===== src/rtl/mem_arb_rr_n_pkg.sv =====
// mem_arb_rr_n_pkg: shared constants, state type and slot helper for the N-port memory arbiter.
//   WB_ADDR_W / RW   default address and data widths of the memory bus
//   ARB_RR/ARB_FIXED arbitration modes (round-robin / lowest index wins)
//   rr_slot          k-th port visited by a search starting after `last`
package mem_arb_rr_n_pkg;
  localparam int WB_ADDR_W = 24;
  localparam int RW = 16;
  localparam int ARB_RR = 0;
  localparam int ARB_FIXED = 1;
  typedef enum logic {IDLE, ACTIVE} arb_state_e;
  function automatic int rr_slot(input int last, input int k, input int n, input bit fixed);
    return fixed ? k : (last + 1 + k) % n;
  endfunction
endpackage


===== src/rtl/mem_arb_rr_n_if.sv =====
// mem_arb_rr_n_if: memory-channel and per-port request bundle around the arbiter.
//   mem_*  single memory front-end channel (arbiter drives request side)
//   p_*    per-port vectors, port i at slice i of each field
//   master modport is the arbiter view, slave modport is the environment view
interface mem_arb_rr_n_if import mem_arb_rr_n_pkg::*; #(
  parameter int N_PORTS = 4,
  parameter int ADDR_W = WB_ADDR_W,
  parameter int DATA_W = RW
) ();
  logic                       mem_req;
  logic                       mem_we;
  logic                       mem_ack;
  logic                       mem_exception;
  logic [ADDR_W-1:0]          mem_addr;
  logic [DATA_W-1:0]          mem_o_data;
  logic [DATA_W-1:0]          mem_i_data;
  logic [1:0]                 mem_sel;
  logic                       mem_cache_enable;
  logic [N_PORTS-1:0]         p_req;
  logic [N_PORTS-1:0]         p_we;
  logic [N_PORTS*ADDR_W-1:0]  p_addr;
  logic [N_PORTS*DATA_W-1:0]  p_o_data;
  logic [N_PORTS*2-1:0]       p_sel;
  logic [N_PORTS-1:0]         p_cache_enable;
  logic [N_PORTS-1:0]         p_lock;
  logic [N_PORTS-1:0]         p_ack;
  logic [N_PORTS-1:0]         p_exception;
  logic [N_PORTS*DATA_W-1:0]  p_i_data;
  modport master (
    output mem_req, mem_we, mem_addr, mem_o_data, mem_sel, mem_cache_enable,
    output p_ack, p_exception, p_i_data,
    input  mem_ack, mem_exception, mem_i_data,
    input  p_req, p_we, p_addr, p_o_data, p_sel, p_cache_enable, p_lock
  );
  modport slave (
    input  mem_req, mem_we, mem_addr, mem_o_data, mem_sel, mem_cache_enable,
    input  p_ack, p_exception, p_i_data,
    output mem_ack, mem_exception, mem_i_data,
    output p_req, p_we, p_addr, p_o_data, p_sel, p_cache_enable, p_lock
  );
endinterface


===== src/rtl/mem_arb_rr_n_arb_rr_pick.sv =====
// arb_rr_pick: combinational winner search over a want vector, round-robin or fixed priority.
//   want_i  requesting ports       last_i  previous owner (round-robin start point)
//   fixed_i 1 = lowest index wins  idx_o   winner index, valid_o any port wanting
module arb_rr_pick import mem_arb_rr_n_pkg::*; #(
  parameter int N = 4,
  parameter int IW = $clog2(N)
) (
  input  logic [N-1:0]  want_i,
  input  logic [IW-1:0] last_i,
  input  logic          fixed_i,
  output logic [IW-1:0] idx_o,
  output logic          valid_o
);
  logic [IW-1:0] slot [N];
  for (genvar k = 0; k < N; k++) begin : g_slot
    assign slot[k] = IW'(rr_slot(int'(last_i), k, N, fixed_i));
  end
  always_comb begin
    idx_o = '0;
    valid_o = 1'b0;
    for (int k = 0; k < N; k++)
      if (!valid_o && want_i[slot[k]]) begin
        idx_o = slot[k];
        valid_o = 1'b1;
      end
  end
endmodule


===== src/rtl/mem_arb_rr_n.sv =====
// mem_arb_rr_n: N-port arbiter multiplexing cache masters onto one memory request channel.
//   i_clk, i_rst  clock, synchronous active-high reset
//   bus           mem_arb_rr_n_if master view (memory channel + per-port vectors)
//   grant_idx     current owner (combinational winner in the start cycle)
//   busy          transfer in flight
module mem_arb_rr_n import mem_arb_rr_n_pkg::*; #(
  parameter int N_PORTS = 4,
  parameter int ADDR_W = WB_ADDR_W,
  parameter int DATA_W = RW,
  parameter int MODE = ARB_RR,
  parameter int IW = $clog2(N_PORTS)
) (
  input  logic           i_clk,
  input  logic           i_rst,
  mem_arb_rr_n_if.master bus,
  output logic [IW-1:0]  grant_idx,
  output logic           busy
);
  localparam int PW = N_PORTS * DATA_W;
  arb_state_e state_q, state_d;
  logic [IW-1:0] owner_q, owner_d, lock_port_q, lock_port_d, win, sel_idx;
  logic [N_PORTS-1:0] pending_q, pending_d, want, eligible, owner_mask, win_mask;
  logic lock_held_q, lock_held_d, win_valid, active, start, term;
  assign want = bus.p_req | pending_q;
  // a held lock narrows eligibility to the lock owner; other pending bits survive
  assign eligible = lock_held_q ? want & (N_PORTS'(1) << lock_port_q) : want;
  arb_rr_pick #(.N(N_PORTS), .IW(IW)) u_pick (
    .want_i  (eligible),
    .last_i  (owner_q),
    .fixed_i (MODE == ARB_FIXED),
    .idx_o   (win),
    .valid_o (win_valid)
  );
  assign active = state_q == ACTIVE;
  assign start = !active && win_valid && !i_rst;
  assign term = active && (bus.mem_ack || bus.mem_exception);
  assign sel_idx = start ? win : owner_q;
  assign owner_mask = N_PORTS'(1) << owner_q;
  assign win_mask = N_PORTS'(1) << win;
  always_comb begin
    state_d = start ? ACTIVE : term ? IDLE : state_q;
    owner_d = start ? win : owner_q;
    // owner strobes while active are protocol violations and are dropped
    pending_d = (pending_q | (bus.p_req & ~(active ? owner_mask : '0))) & ~(start ? win_mask : '0);
    lock_held_d = term ? bus.mem_ack && !bus.mem_exception && bus.p_lock[owner_q] : lock_held_q;
    lock_port_d = term ? owner_q : lock_port_q;
  end
  always_ff @(posedge i_clk)
    if (i_rst) begin
      state_q <= IDLE;
      owner_q <= IW'(N_PORTS - 1);
      pending_q <= '0;
      lock_held_q <= 1'b0;
      lock_port_q <= '0;
    end else begin
      state_q <= state_d;
      owner_q <= owner_d;
      pending_q <= pending_d;
      lock_held_q <= lock_held_d;
      lock_port_q <= lock_port_d;
    end
  assign bus.mem_req = start;
  assign bus.mem_we = bus.p_we[sel_idx];
  assign bus.mem_addr = bus.p_addr[sel_idx*ADDR_W +: ADDR_W];
  assign bus.mem_o_data = bus.p_o_data[sel_idx*DATA_W +: DATA_W];
  assign bus.mem_sel = bus.p_sel[sel_idx*2 +: 2];
  assign bus.mem_cache_enable = bus.p_cache_enable[sel_idx];
  assign bus.p_ack = {N_PORTS{active && bus.mem_ack}} & owner_mask;
  assign bus.p_exception = {N_PORTS{active && bus.mem_exception}} & owner_mask;
  assign bus.p_i_data = PW'(bus.mem_i_data) << (sel_idx * DATA_W);
  assign grant_idx = sel_idx;
  assign busy = active;
endmodule


===== src/flat_wrapper.sv =====
// flat-port wrapper written by rule: the top's interface ports become plain ports
module mem_arb_rr_n_flat import mem_arb_rr_n_pkg::*;
#(
  parameter int N_PORTS = 4,
  parameter int ADDR_W = WB_ADDR_W,
  parameter int DATA_W = RW,
  parameter int MODE = ARB_RR,
  parameter int IW = $clog2(N_PORTS)
)
  (i_clk, i_rst, grant_idx, busy, bus_mem_req, bus_mem_we, bus_mem_addr, bus_mem_o_data, bus_mem_sel, bus_mem_cache_enable, bus_p_ack, bus_p_exception, bus_p_i_data, bus_mem_ack, bus_mem_exception, bus_mem_i_data, bus_p_req, bus_p_we, bus_p_addr, bus_p_o_data, bus_p_sel, bus_p_cache_enable, bus_p_lock);
  mem_arb_rr_n_if #(.N_PORTS(N_PORTS), .ADDR_W(ADDR_W), .DATA_W(DATA_W)) bus_i ();
  input  logic i_clk;
  input  logic i_rst;
  output logic [IW-1:0] grant_idx;
  output logic busy;
  output wire logic [$bits(bus_i.mem_req)-1:0] bus_mem_req;
  output wire logic [$bits(bus_i.mem_we)-1:0] bus_mem_we;
  output wire logic [$bits(bus_i.mem_addr)-1:0] bus_mem_addr;
  output wire logic [$bits(bus_i.mem_o_data)-1:0] bus_mem_o_data;
  output wire logic [$bits(bus_i.mem_sel)-1:0] bus_mem_sel;
  output wire logic [$bits(bus_i.mem_cache_enable)-1:0] bus_mem_cache_enable;
  output wire logic [$bits(bus_i.p_ack)-1:0] bus_p_ack;
  output wire logic [$bits(bus_i.p_exception)-1:0] bus_p_exception;
  output wire logic [$bits(bus_i.p_i_data)-1:0] bus_p_i_data;
  input wire logic [$bits(bus_i.mem_ack)-1:0] bus_mem_ack;
  input wire logic [$bits(bus_i.mem_exception)-1:0] bus_mem_exception;
  input wire logic [$bits(bus_i.mem_i_data)-1:0] bus_mem_i_data;
  input wire logic [$bits(bus_i.p_req)-1:0] bus_p_req;
  input wire logic [$bits(bus_i.p_we)-1:0] bus_p_we;
  input wire logic [$bits(bus_i.p_addr)-1:0] bus_p_addr;
  input wire logic [$bits(bus_i.p_o_data)-1:0] bus_p_o_data;
  input wire logic [$bits(bus_i.p_sel)-1:0] bus_p_sel;
  input wire logic [$bits(bus_i.p_cache_enable)-1:0] bus_p_cache_enable;
  input wire logic [$bits(bus_i.p_lock)-1:0] bus_p_lock;
  assign bus_mem_req = bus_i.mem_req;
  assign bus_mem_we = bus_i.mem_we;
  assign bus_mem_addr = bus_i.mem_addr;
  assign bus_mem_o_data = bus_i.mem_o_data;
  assign bus_mem_sel = bus_i.mem_sel;
  assign bus_mem_cache_enable = bus_i.mem_cache_enable;
  assign bus_p_ack = bus_i.p_ack;
  assign bus_p_exception = bus_i.p_exception;
  assign bus_p_i_data = bus_i.p_i_data;
  assign bus_i.mem_ack = bus_mem_ack;
  assign bus_i.mem_exception = bus_mem_exception;
  assign bus_i.mem_i_data = bus_mem_i_data;
  assign bus_i.p_req = bus_p_req;
  assign bus_i.p_we = bus_p_we;
  assign bus_i.p_addr = bus_p_addr;
  assign bus_i.p_o_data = bus_p_o_data;
  assign bus_i.p_sel = bus_p_sel;
  assign bus_i.p_cache_enable = bus_p_cache_enable;
  assign bus_i.p_lock = bus_p_lock;
  mem_arb_rr_n #(.N_PORTS(N_PORTS), .ADDR_W(ADDR_W), .DATA_W(DATA_W), .MODE(MODE), .IW(IW)) u_core (.i_clk(i_clk), .i_rst(i_rst), .bus(bus_i), .grant_idx(grant_idx), .busy(busy));
endmodule

===== config.mk =====
export PLATFORM = sky130hd
export DESIGN_NAME = mem_arb_rr_n_flat
export DESIGN_NICKNAME = d
export VERILOG_FILES = /design/src/rtl/mem_arb_rr_n_pkg.sv /design/src/rtl/mem_arb_rr_n_if.sv /design/src/rtl/mem_arb_rr_n_arb_rr_pick.sv /design/src/rtl/mem_arb_rr_n.sv /design/src/flat_wrapper.sv
export SDC_FILE = /design/constraint.sdc
export NUM_CORES = 1
export LEC_CHECK = 0
export ABC_AREA = 1
export ABC_CLOCK_PERIOD_IN_PS = 4110
export CAP_MARGIN = 40
export CORE_AREA = 2 2 124 126
export CTS_BUF_LIST = sky130_fd_sc_hd__clkbuf_2 sky130_fd_sc_hd__clkbuf_4 sky130_fd_sc_hd__clkbuf_8
export DETAILED_ROUTE_END_ITERATION = 16
export DIE_AREA = 0 0 126 128
export PLACE_DENSITY = 0.69
export SLEW_MARGIN = 20
export SYNTH_ARGS = -nofsm -noshare
export SYNTH_HDL_FRONTEND = slang
export SYNTH_SLANG_ARGS = --single-unit
export TNS_END_PERCENT = 10

===== constraint.sdc =====
create_clock -name i_clk -period 4.11 [get_ports i_clk]
set_input_delay 0.822 -clock i_clk [delete_from_list [all_inputs] [get_ports i_clk]]
set_output_delay 0.822 -clock i_clk [all_outputs]
set_load 0.05 [all_outputs]

==> flow_summary.ini, run 1 <==
[setup_path]
cp.depth = 17
critPathLaunchType = input pin
r2r_slack_ps = 1470
cp_max_fo = 19
critPathRequiredTime_ps = 3290
reg2reg_depth = 15
crit_path_end_kind = output pin
criticalPathCategory = input pin to output pin
cp.arrival_ps = 3160
crit_buf_inv = 4
rr_endpoint = u_core.owner_q[0]
cp_slowest_stage_delay_ps = 460
critical_path.top_delay_family = simple AND/OR/NAND/NOR gates
cp_cell_sequence = clkdlybuf4s50_1 -> inv_1 -> nand2_1 -> nand3_1 -> nand2_1 -> nand2_1 -> nand2_1 -> nand2_1 -> nand2_1 -> nand2_1 -> nand2_1 -> nand2_2 -> nand2_4 -> nand2_8 -> clkbuf_16 -> nor3_2 -> buf_12
cpMostUsedCell = nand2_1
r2r-start = u_core.owner_q[1]
slowest_stage = clkdlybuf4s50_1

[route]
via_per_inst = 4.76
antenna_left = 0
drt_iter0_drc = 335
vias = 6052
wl_per_cell_um = 16.0
drtPass1Iterations = 5
drt-total-wl_um = 20400
wl_met2_um = 10400
wl_met1_um = 8010
met3_length_um = 1550
routed.top_layer = met4
drc = 0

[floorplanning]
die_h_um = 128
initial_core_util = 0.270
die_w_um = 126
rows = 45
core_region_area_um2 = 14900
die_area_um2 = 16100
io_pins = 324

[global_route]
grt_usage = 0.217
grt_pass1_wl_um = 29100
grt-ovfl-total = 0
grt_pass1_vias = 5616
antenna_found_initial = 1
grt_max_degree = 54

[cells_and_area]
drive_above_1_share = 0.245
layout.nets = 1291
syn2layout_area_growth_pct = 135

[clock_tree]
hold_buffers = 0
clk_path_buf_depth = 2
cts_tree = done
clk_latency_ps = 240
cts_made_buffers = 3
clock_sinks = 10
cts-root-buf = clkbuf_8
htree_num_levels = 1
clk_pin_slew_ps = 50

[yosys]
synth-xor-area-share = 0.00218
synth_area_per_cell_um2 = 5.23
synthDistinctLibCells = 29
yosysTopAreaCell = nand3_1
seq_area_frac_synth = 0.0498
synth_compound_area_frac = 0.0311
syn_inst = 768
synth_area_leaders = nand3_1, inv_1, nor3_2
synth_nets = 976
synth_top_area_frac = 0.298
yosysWarningCount = 0
yosys_register_bits = 10
synth_top_family_by_area = simple AND/OR/NAND/NOR gates
syn_area_um2 = 4020
synthSimpleGateAreaFrac = 0.620
muxShareOfSynthArea = 0
synth_fa_ha_area_frac = 0.0125

[power]
power_density_nw_per_um2 = 1060
power_mw = 9.98
p_leak_nw = 4.66
ir_drop_v = 0.000656

[place]
port_buffers = 323
place_congestion = 0.934
dp_hpwl_um = 14600

[timing]
max_freq_mhz = 251
hold_viol = 0
finalSetupViolCount = 0
min_period_over_period = 0.969
slew_viol_final = 0
tightest_slew_ps = 571
relSlewSlack = 0.615
finalClockSkew_ps = 2.30
period_needed_ps = 3980
fin_hold_ws_ps = 514

[min_path]
hold_depth = 2
min_path_type = flip-flop to flip-flop
hold_start = u_core.lock_port_q[1]
min_to = u_core.lock_port_q[1]

[flow_run]
drv_cap = 0

[outcome]
status = completed
-- worst max-delay path by stage --
stage | start | to | slack, ps
2_1_floorplan | bus_p_req[0] | bus_p_i_data[55] | 120
3_3_place_gp | bus_p_req[0] | bus_mem_o_data[9] | -20
3_5_place_dp | bus_p_req[0] | bus_mem_o_data[9] | -70
4_1_cts | bus_p_req[0] | bus_p_i_data[17] | -20
5_1_grt | bus_p_req[2] | bus_p_i_data[35] | -50
6_report | bus_p_req[2] | bus_p_i_data[35] | 130
-- synth_stat cells --
library cell / number
o211ai_1: 1
o21ai_0: 6
clkbuf_1: 13
nand3_4: 1
or2_2: 1
o21ai_4: 1
o21ai_2: 2
nand3_2: 2
inv_1: 213
a31oi_1: 1
buf_2: 21
buf_6: 9
nor2_8: 1
xnor2_1: 1
nand2_4: 2
o22ai_1: 2
nor3_2: 61
nand2_2: 2
nor2_4: 1
dfxtp_1: 10
a21oi_1: 7
nand3_1: 239
buf_4: 8
inv_2: 3
nor2_1: 14
nor3_1: 5
nand2_1: 132
buf_1: 5
ha_1: 4
-- area by class of cell --
class,instances,area (um2)
fillers,1239,5430
repair buffers,366,5070
multi-input cells,486,3050
inverters,216,816
well taps,188,235
flip-flops and latches,10,200
clock buffers,4,55.1
diodes,1,2.50
-- cell usage in the layout, fill, tap and decap left out --
| cell | synthesis | routed |
|---|---|---|
| nand2_8 | 0 | 1 |
| inv_6 | 0 | 1 |
| nand3_2 | 2 | 6 |
| a21oi_1 | 7 | 7 |
| nor2_8 | 1 | 1 |
| diode_2 | 0 | 1 |
| or2_4 | 0 | 1 |
| buf_8 | 0 | 2 |
| nor2_4 | 1 | 1 |
| o21ai_4 | 1 | 3 |
| buf_4 | 8 | 12 |
| nor2_2 | 0 | 1 |
| buf_12 | 0 | 125 |
| inv_1 | 213 | 212 |
| nor2_1 | 14 | 13 |
| a31oi_1 | 1 | 1 |
| nand2_1 | 132 | 111 |
| nor3_1 | 5 | 3 |
| dfxtp_1 | 10 | 10 |
| buf_6 | 9 | 4 |
| nand3_1 | 239 | 235 |
| clkbuf_8 | 0 | 4 |
| o21ai_0 | 6 | 5 |
| o21ai_1 | 0 | 1 |
| inv_2 | 3 | 3 |
| xnor2_2 | 0 | 1 |
| nand2_4 | 2 | 2 |
| o211ai_1 | 1 | 1 |
| nor3_2 | 61 | 22 |
| clkdlybuf4s50_1 | 0 | 211 |
| clkbuf_16 | 0 | 9 |
| nand2_2 | 2 | 22 |
| nor3_4 | 0 | 41 |
| dlymetal6s2s_1 | 0 | 1 |
| ha_1 | 4 | 4 |
| nand3_4 | 1 | 1 |
| o22ai_1 | 2 | 2 |
| buf_16 | 0 | 2 |
-- state kept, by name (all words and copies together), names as in the netlist --
| signal | count |
|---|---|
| u_core.pending_q | 4 |
| u_core.busy | 1 |
| u_core.owner_q | 2 |
| u_core.lock_held_q | 1 |
| u_core.lock_port_q | 2 |
-- tightest hold or removal path: cells and delay by family (launching register included) --
| kind | cells | cell delay [ps] |
|---|---|---|
| AOI/OAI and AO/OA | 1 | 60 |
| buffers and inverters | 1 | 80 |
| DFF | 1 | 330 |
-- layer usage --
layer	global-route usage	vias to the layer above
li1	-	3021
met1	0.266	2716
met2	0.391	282
met3	0.0422	33
met4	0.0530	0
met5	0	-
-- logic make-up (layout without fill, tap and decap cells) --
| group | after synthesis | in the layout |
|---|---|---|
| adders and majority gates | 4 | 4 |
| other | 0 | 1 |
| xor gates and xnor gates | 1 | 1 |
| and+or+nand+nor | 461 | 461 |
| buffers and inverters | 272 | 586 |
| AOI/OAI and AO/OA | 20 | 20 |
| DFF | 10 | 10 |
-- timing repair --
item                       4_1_cts  5_1_grt
setup endpoints to repair       45       96
setup buffers                    0        3
gates resized for setup          4       96
cloned                           0       10
pin swaps                        0       22
-- where the power goes --
part	internal (mW)	switching [mW]
combinational	4.18	5.53
clock	0.0844	0.0411
sequential	0.122	0.0222
-- stage by stage --
step	util	setup WS [ps]	std cells	TNS [ps]	cell area, um2
6_report	0.635	128	1271	0	9440
3_3_place_gp	0.581	-18.9	1253	-76.0	8640
3_5_place_dp	0.581	-68.7	1253	-1250	8640
2_1_floorplan	-	124	768	0	4020
5_1_grt	0.635	-51.2	1271	-216	9440
4_1_cts	0.586	-22.7	1257	-69.9	8710
Note: power is estimated with default switching activity, not from simulation.
==> run 2, diff against run 1 <==
- ABC_AREA: 1 -> unset
- CORE_AREA: 2 2 124 126 -> 2 2 126 128
- DIE_AREA: 0 0 126 128 -> 0 0 128 130
- PLACE_DENSITY: 0.69 -> unset
==> flow_summary.ini, run 2 <==
[yosys]
synth_top_area_frac = 0.272
seq_area_frac_synth = 0.0698
synthDistinctLibCells = 37
synth_nets = 649
synth_area_leaders = a32oi_1, o21ai_0, nand3_1
yosysWarningCount = 0
async_flop_share = 0
syn_inst = 441
synth_area_per_cell_um2 = 6.50
yosysMostFrequentCell = o21ai_0
synth_edf_count = 0
yosys_register_bits = 10
syn_area_um2 = 2870
ys.flop_type = dfxtp_1
yosysTopAreaCell = a32oi_1
synthTopCellsByCount = o21ai_0, a32oi_1, nand3_1, clkbuf_1, and2_1

[power]
p_sw_frac = 0.525
p_leak_nw = 2.74
clockPowerShare = 0.047
p_seq_frac = 0.046
intPower_mw = 1.26
ir_drop_v = 0.000249
power_frac_comb = 0.907
p_sw_mw = 1.39
power_density_nw_per_um2 = 360

[timing]
tightest_slew_ps = 593
min_period_over_period = 0.975
slew_viol_final = 0
hold_viol = 0
finalSetupViolCount = 0
max_freq_mhz = 250
relSlewSlack = 0.601
period_needed_ps = 4010
finalClockSkew_ps = 3.00

[route]
drc = 0
drtPass1Iterations = 5
wl_per_cell_um = 18.9
via_per_inst = 5.35
vias = 4953
drt-total-wl_um = 17500
antenna_left = 0
drt_iter0_drc = 351

[place]
dpl_cell_area_um2 = 7090
place_congestion = 0.848
dp_hpwl_um = 13300
port_buffers = 323

[setup_path]
cp_max_fo = 29
critPathLaunchType = input pin
critPathRequiredTime_ps = 3290
criticalPathCategory = input pin to output pin
crit_path_end_kind = output pin
cp.arrival_ps = 3180

[floorplanning]
die_h_um = 130
initial_core_util = 0.186
die_w_um = 128
die_area_um2 = 16600
core_region_area_um2 = 15400
io_pins = 324
rows = 46

[global_route]
grt_pass1_vias = 4608
grt_pass1_wl_um = 25100
grt-ovfl-total = 0
antenna_found_initial = 0
grt_usage = 0.185
grt_max_degree = 59

[cells_and_area]
diodes = 0
final_common_cell = clkdlybuf4s50_1
ff_latch_area_um2 = 201
fin_area_um2 = 7340
reg_top3 = u_core.pending_q x4, u_core.lock_port_q x2, u_core.owner_q x2
layout.nets = 942
final_cell_mix = clkdlybuf4s50_1, o21ai_0, buf_12
fillers = 1496
syn2layout_area_growth_pct = 156
multiInputGateArea_um2 = 2550
drive_above_1_share = 0.236
postLayoutCoreUtil = 0.476
top_register = u_core.pending_q
largest_reg_flops = 4

[clock_tree]
cts_tree = done
htree_num_levels = 1
cts-root-buf = clkbuf_8
clock_sinks = 10
cts_made_buffers = 3
clk_pin_slew_ps = 50
clk_latency_ps = 240
hold_buffers = 0
clk_path_buf_depth = 2

[outcome]
status = completed

[flow_run]
drv_cap = 0

[min_path]
min_path_type = flip-flop to flip-flop
==> run 2: what timing repair did <==
item / in CTS / in global routing
buffers inserted: 0 / 0
pin swaps: 0 / 3
gates cloned: 0 / 1
resized for setup: 1 / 29
setup endpoints to repair: 33 / 108
==> run 2: logic make-up after synthesis <==
family          share of synthesized area
flops                              0.0698
fa+ha+maj                          0.0175
simple gates                        0.309
mux                               0.00786
buf+inv                            0.0969
compound gates                      0.499
==> run 2: final timing paths <==
kind	from	endpoint	slack (ps)	cells after the start
setup / recovery	bus_p_req[3]	bus_mem_we	100	11
hold / removal	u_core.pending_q[0]	u_core.pending_q[0]	520	2
setup reg to reg	u_core.owner_q[1]	u_core.pending_q[2]	1670	8
hold reg to reg	u_core.pending_q[0]	u_core.pending_q[0]	520	2
==> run 2: worst max-delay path: stages <==
cell             delay, ps
clkdlybuf4s50_1        420
nor2_1                 180
a21oi_2                 80
o41ai_4                350
buf_6                  180
inv_4                   60
nor2_4                 220
buf_12                 210
o21ai_0                130
a32oi_1                340
buf_12                 180
==> run 2: per-stage QoR <==
step | power (mW) | instances | setup TNS (ps) | setup WS (ps) | hold WS [ps]
after floorplan | 1.31 | 441 | 0 | 96.9 | 484
after global placement | 2.44 | 920 | 0 | 3.31 | 505
after detailed placement | 2.46 | 920 | -240 | -42.5 | 501
after CTS | 2.59 | 924 | 0 | 0.0975 | 513
after global routing | 2.75 | 925 | -58.4 | -58.4 | 570
final | 2.64 | 925 | 0 | 103 | 523
==> run 2: per-layer routing <==
layer | wire [um] | global-route usage | vias to the layer above | share of wire
li1 | - | - | 2320 | -
met1 | 7060 | 0.233 | 2362 | 0.40
met2 | 8780 | 0.328 | 239 | 0.50
met3 | 1180 | 0.0324 | 32 | 0.068
met4 | 433 | 0.0511 | 0 | 0.025
met5 | 0 | 0 | - | 0
==> run 2: area by class of cell <==
class | instances | share of cell area
Clock buffer | 4 | 0.00750
Inverter | 4 | 0.00239
Multi-Input combinational cell | 367 | 0.347
Sequential cell | 10 | 0.0274
Tap cell | 192 | 0.0327
Timing Repair Buffer | 348 | 0.583
==> run 2: power by group through the flow <==
| stage | logic (mW) | clock network (mW) | registers, mW |
|---|---|---|---|
| after floorplan | 1.19 | 0 | 0.119 |
| after global routing | 2.50 | 0.132 | 0.123 |
| after CTS | 2.34 | 0.125 | 0.119 |
| after global placement | 2.32 | 0 | 0.121 |
| after detailed placement | 2.34 | 0 | 0.121 |
| final | 2.40 | 0.125 | 0.121 |
==> run 3, diff against run 2 <==
- CORE_AREA: 2 2 126 128 -> 2 2 127 129
- DIE_AREA: 0 0 128 130 -> 0 0 129 131
- PLACE_DENSITY: unset -> 0.65
- SYNTH_HIERARCHICAL: unset -> 1
==> flow_summary.ini, run 3 <==
[timing]
max_freq_mhz = 231
min_period_over_period = 1.05
relSlewSlack = 0.621
rsz0062_at_grt = yes
setup_slack_ps = -210
slew_viol_final = 0
finalClockSkew_ps = 2.33
tns_ps = -12860
fin_hold_ws_ps = 496
tightest_slew_ps = 569
finalSetupViolCount = 109
hold_viol = 0
period_needed_ps = 4320

[min_path]
min_path_type = flip-flop to flip-flop

[power]
ir_drop_v = 0.000252
power_density_nw_per_um2 = 362
p_leak_nw = 3.44

[yosys]
syn_inst = 343
ys.flop_type = dfxtp_1
yosys_register_bits = 10
synth_edf_count = 0
synth_nets = 547
synthDistinctLibCells = 43
syn_area_um2 = 3890
yosysTopAreaCell = mux4_2
yosysMostFrequentCell = mux4_2
synthTopCellsByCount = mux4_2, and3_1, mux2_2, buf_2, clkbuf_1
async_flop_share = 0
synth_area_leaders = mux4_2, mux2_2, and3_1
yosysWarningCount = 6
synth_area_per_cell_um2 = 11.3
synth_top_area_frac = 0.515
seq_area_frac_synth = 0.0515

[setup_path]
critPathRequiredTime_ps = 3290
cp.arrival_ps = 3500
criticalPathCategory = input pin to output pin
critPathLaunchType = input pin
crit_path_end_kind = output pin
rr_endpoint = u_core/owner_q[0]
endpoint = bus_p_i_data[7]
r2r-start = u_core/lock_held_q
r2r_slack_ps = 990
cp_max_fo = 8
startpoint = bus_p_req[0]
reg2reg_depth = 14

[clock_tree]
cts_made_buffers = 3
htree_num_levels = 1
clk_latency_ps = 230
clk_path_buf_depth = 2
cts-root-buf = clkbuf_8
cts_tree = done
clock_sinks = 10
clk_pin_slew_ps = 50
hold_buffers = 0

[flow_run]
drv_cap = 0

[floorplanning]
die_area_um2 = 16900
die_h_um = 131
core_region_area_um2 = 15600
die_w_um = 129
initial_core_util = 0.249
io_pins = 324
rows = 46

[cells_and_area]
final_cell_mix = clkdlybuf4s50_1, mux4_2, buf_12
reg_top3 = u_core/pending_q x4, u_core/lock_port_q x2, u_core/owner_q x2
layout.nets = 887
fillers = 1259
diodes = 0
syn2layout_area_growth_pct = 133
top_register = u_core/pending_q
drive_above_1_share = 0.573
largest_reg_flops = 4
postLayoutCoreUtil = 0.580
final_common_cell = clkdlybuf4s50_1

[global_route]
grt_pass1_vias = 5341
antenna_found_initial = 1
grt_pass1_wl_um = 28700
grt-ovfl-total = 0
grt_usage = 0.219
grt_max_degree = 33

[route]
drt_iter0_drc = 147
wl_per_cell_um = 21.9
drt-total-wl_um = 19700
drtPass1Iterations = 4
vias = 4743
antenna_left = 0
via_per_inst = 5.28
drc = 0

[outcome]
status = finished with violations
violations = negative setup slack

[place]
place_congestion = 0.858
dp_hpwl_um = 13700
port_buffers = 323
run 3: logic make-up after synthesis:
logic type,synth area share
AND/OR/NAND/NOR,0.174
flip-flops,0.0515
multiplexers,0.658
other,0.000964
AO/OA/AOI/OAI,0.0531
buffers and inverters,0.0624
run 3: through the flow:
stage / total power, mW / std cells / cell area [um2] / setup slack [ps]
finish: 3.27 / 898 / 9050 / -210
CTS: 3.25 / 898 / 8980 / -127
floorplan: 1.71 / 343 / 3890 / -60.4
detailed placement: 2.66 / 865 / 7840 / -419
global placement: 2.63 / 865 / 7840 / -367
global route: 3.41 / 898 / 9050 / -278
run 3: critical path, stage by stage:
cell      delay, ps
buf_6            90
o21a_4          220
nand3b_1        100
a31oi_2         110
or2_1           260
or4b_4          560
nor3b_4         180
buf_6           150
buf_12          120
mux2i_4         240
buf_6           170
buf_8           140
and3_4          210
buf_12          130
run 3: area by class of cell:
class	instances	area [um2]	share of cell area
multi-input combinational	281	3890	0.430
sequential	10	205	0.0227
clock buffer	4	55.1	0.00608
inverter	8	58.8	0.00650
tap	216	270	0.0299
timing repair inverter	2	22.5	0.00249
timing repair buffer	377	4550	0.502
run 3: routing by layer:
layer,GRT usage,vias up,share of wire
met5,0,-,0.00066
met4,0.0607,2,0.021
met3,0.0590,26,0.093
met2,0.441,241,0.55
met1,0.219,2356,0.34
li1,-,2118,-
run 3: how the worst min path moves through the flow:
stage	startpoint	endpoint	slack [ps]	depth (start not counted)
3_5_place_dp	u_core/pending_q[0]	u_core/pending_q[0]	460	1
6_report	u_core/pending_q[0]	u_core/pending_q[0]	500	1
3_3_place_gp	u_core/pending_q[0]	u_core/pending_q[0]	450	1
2_1_floorplan	u_core/pending_q[0]	u_core/pending_q[0]	440	1
4_1_cts	u_core/pending_q[0]	u_core/pending_q[0]	500	1
5_1_grt	u_core/pending_q[0]	u_core/pending_q[0]	540	1
run 3: power breakdown:
group	internal (mW)	switching (mW)	total [mW]
sequential	0.109	0.0220	0.131
combinational	1.50	1.52	3.02
clock	0.0843	0.0397	0.124
run 3: repair_timing:
| item | in CTS | in global routing |
|---|---|---|
| pin swaps | 30 | 17 |
| cloned | 9 | 0 |
| resized for setup | 184 | 22 |
| buffers inserted | 21 | 2 |
| endpoints found under the setup margin | 110 | 110 |
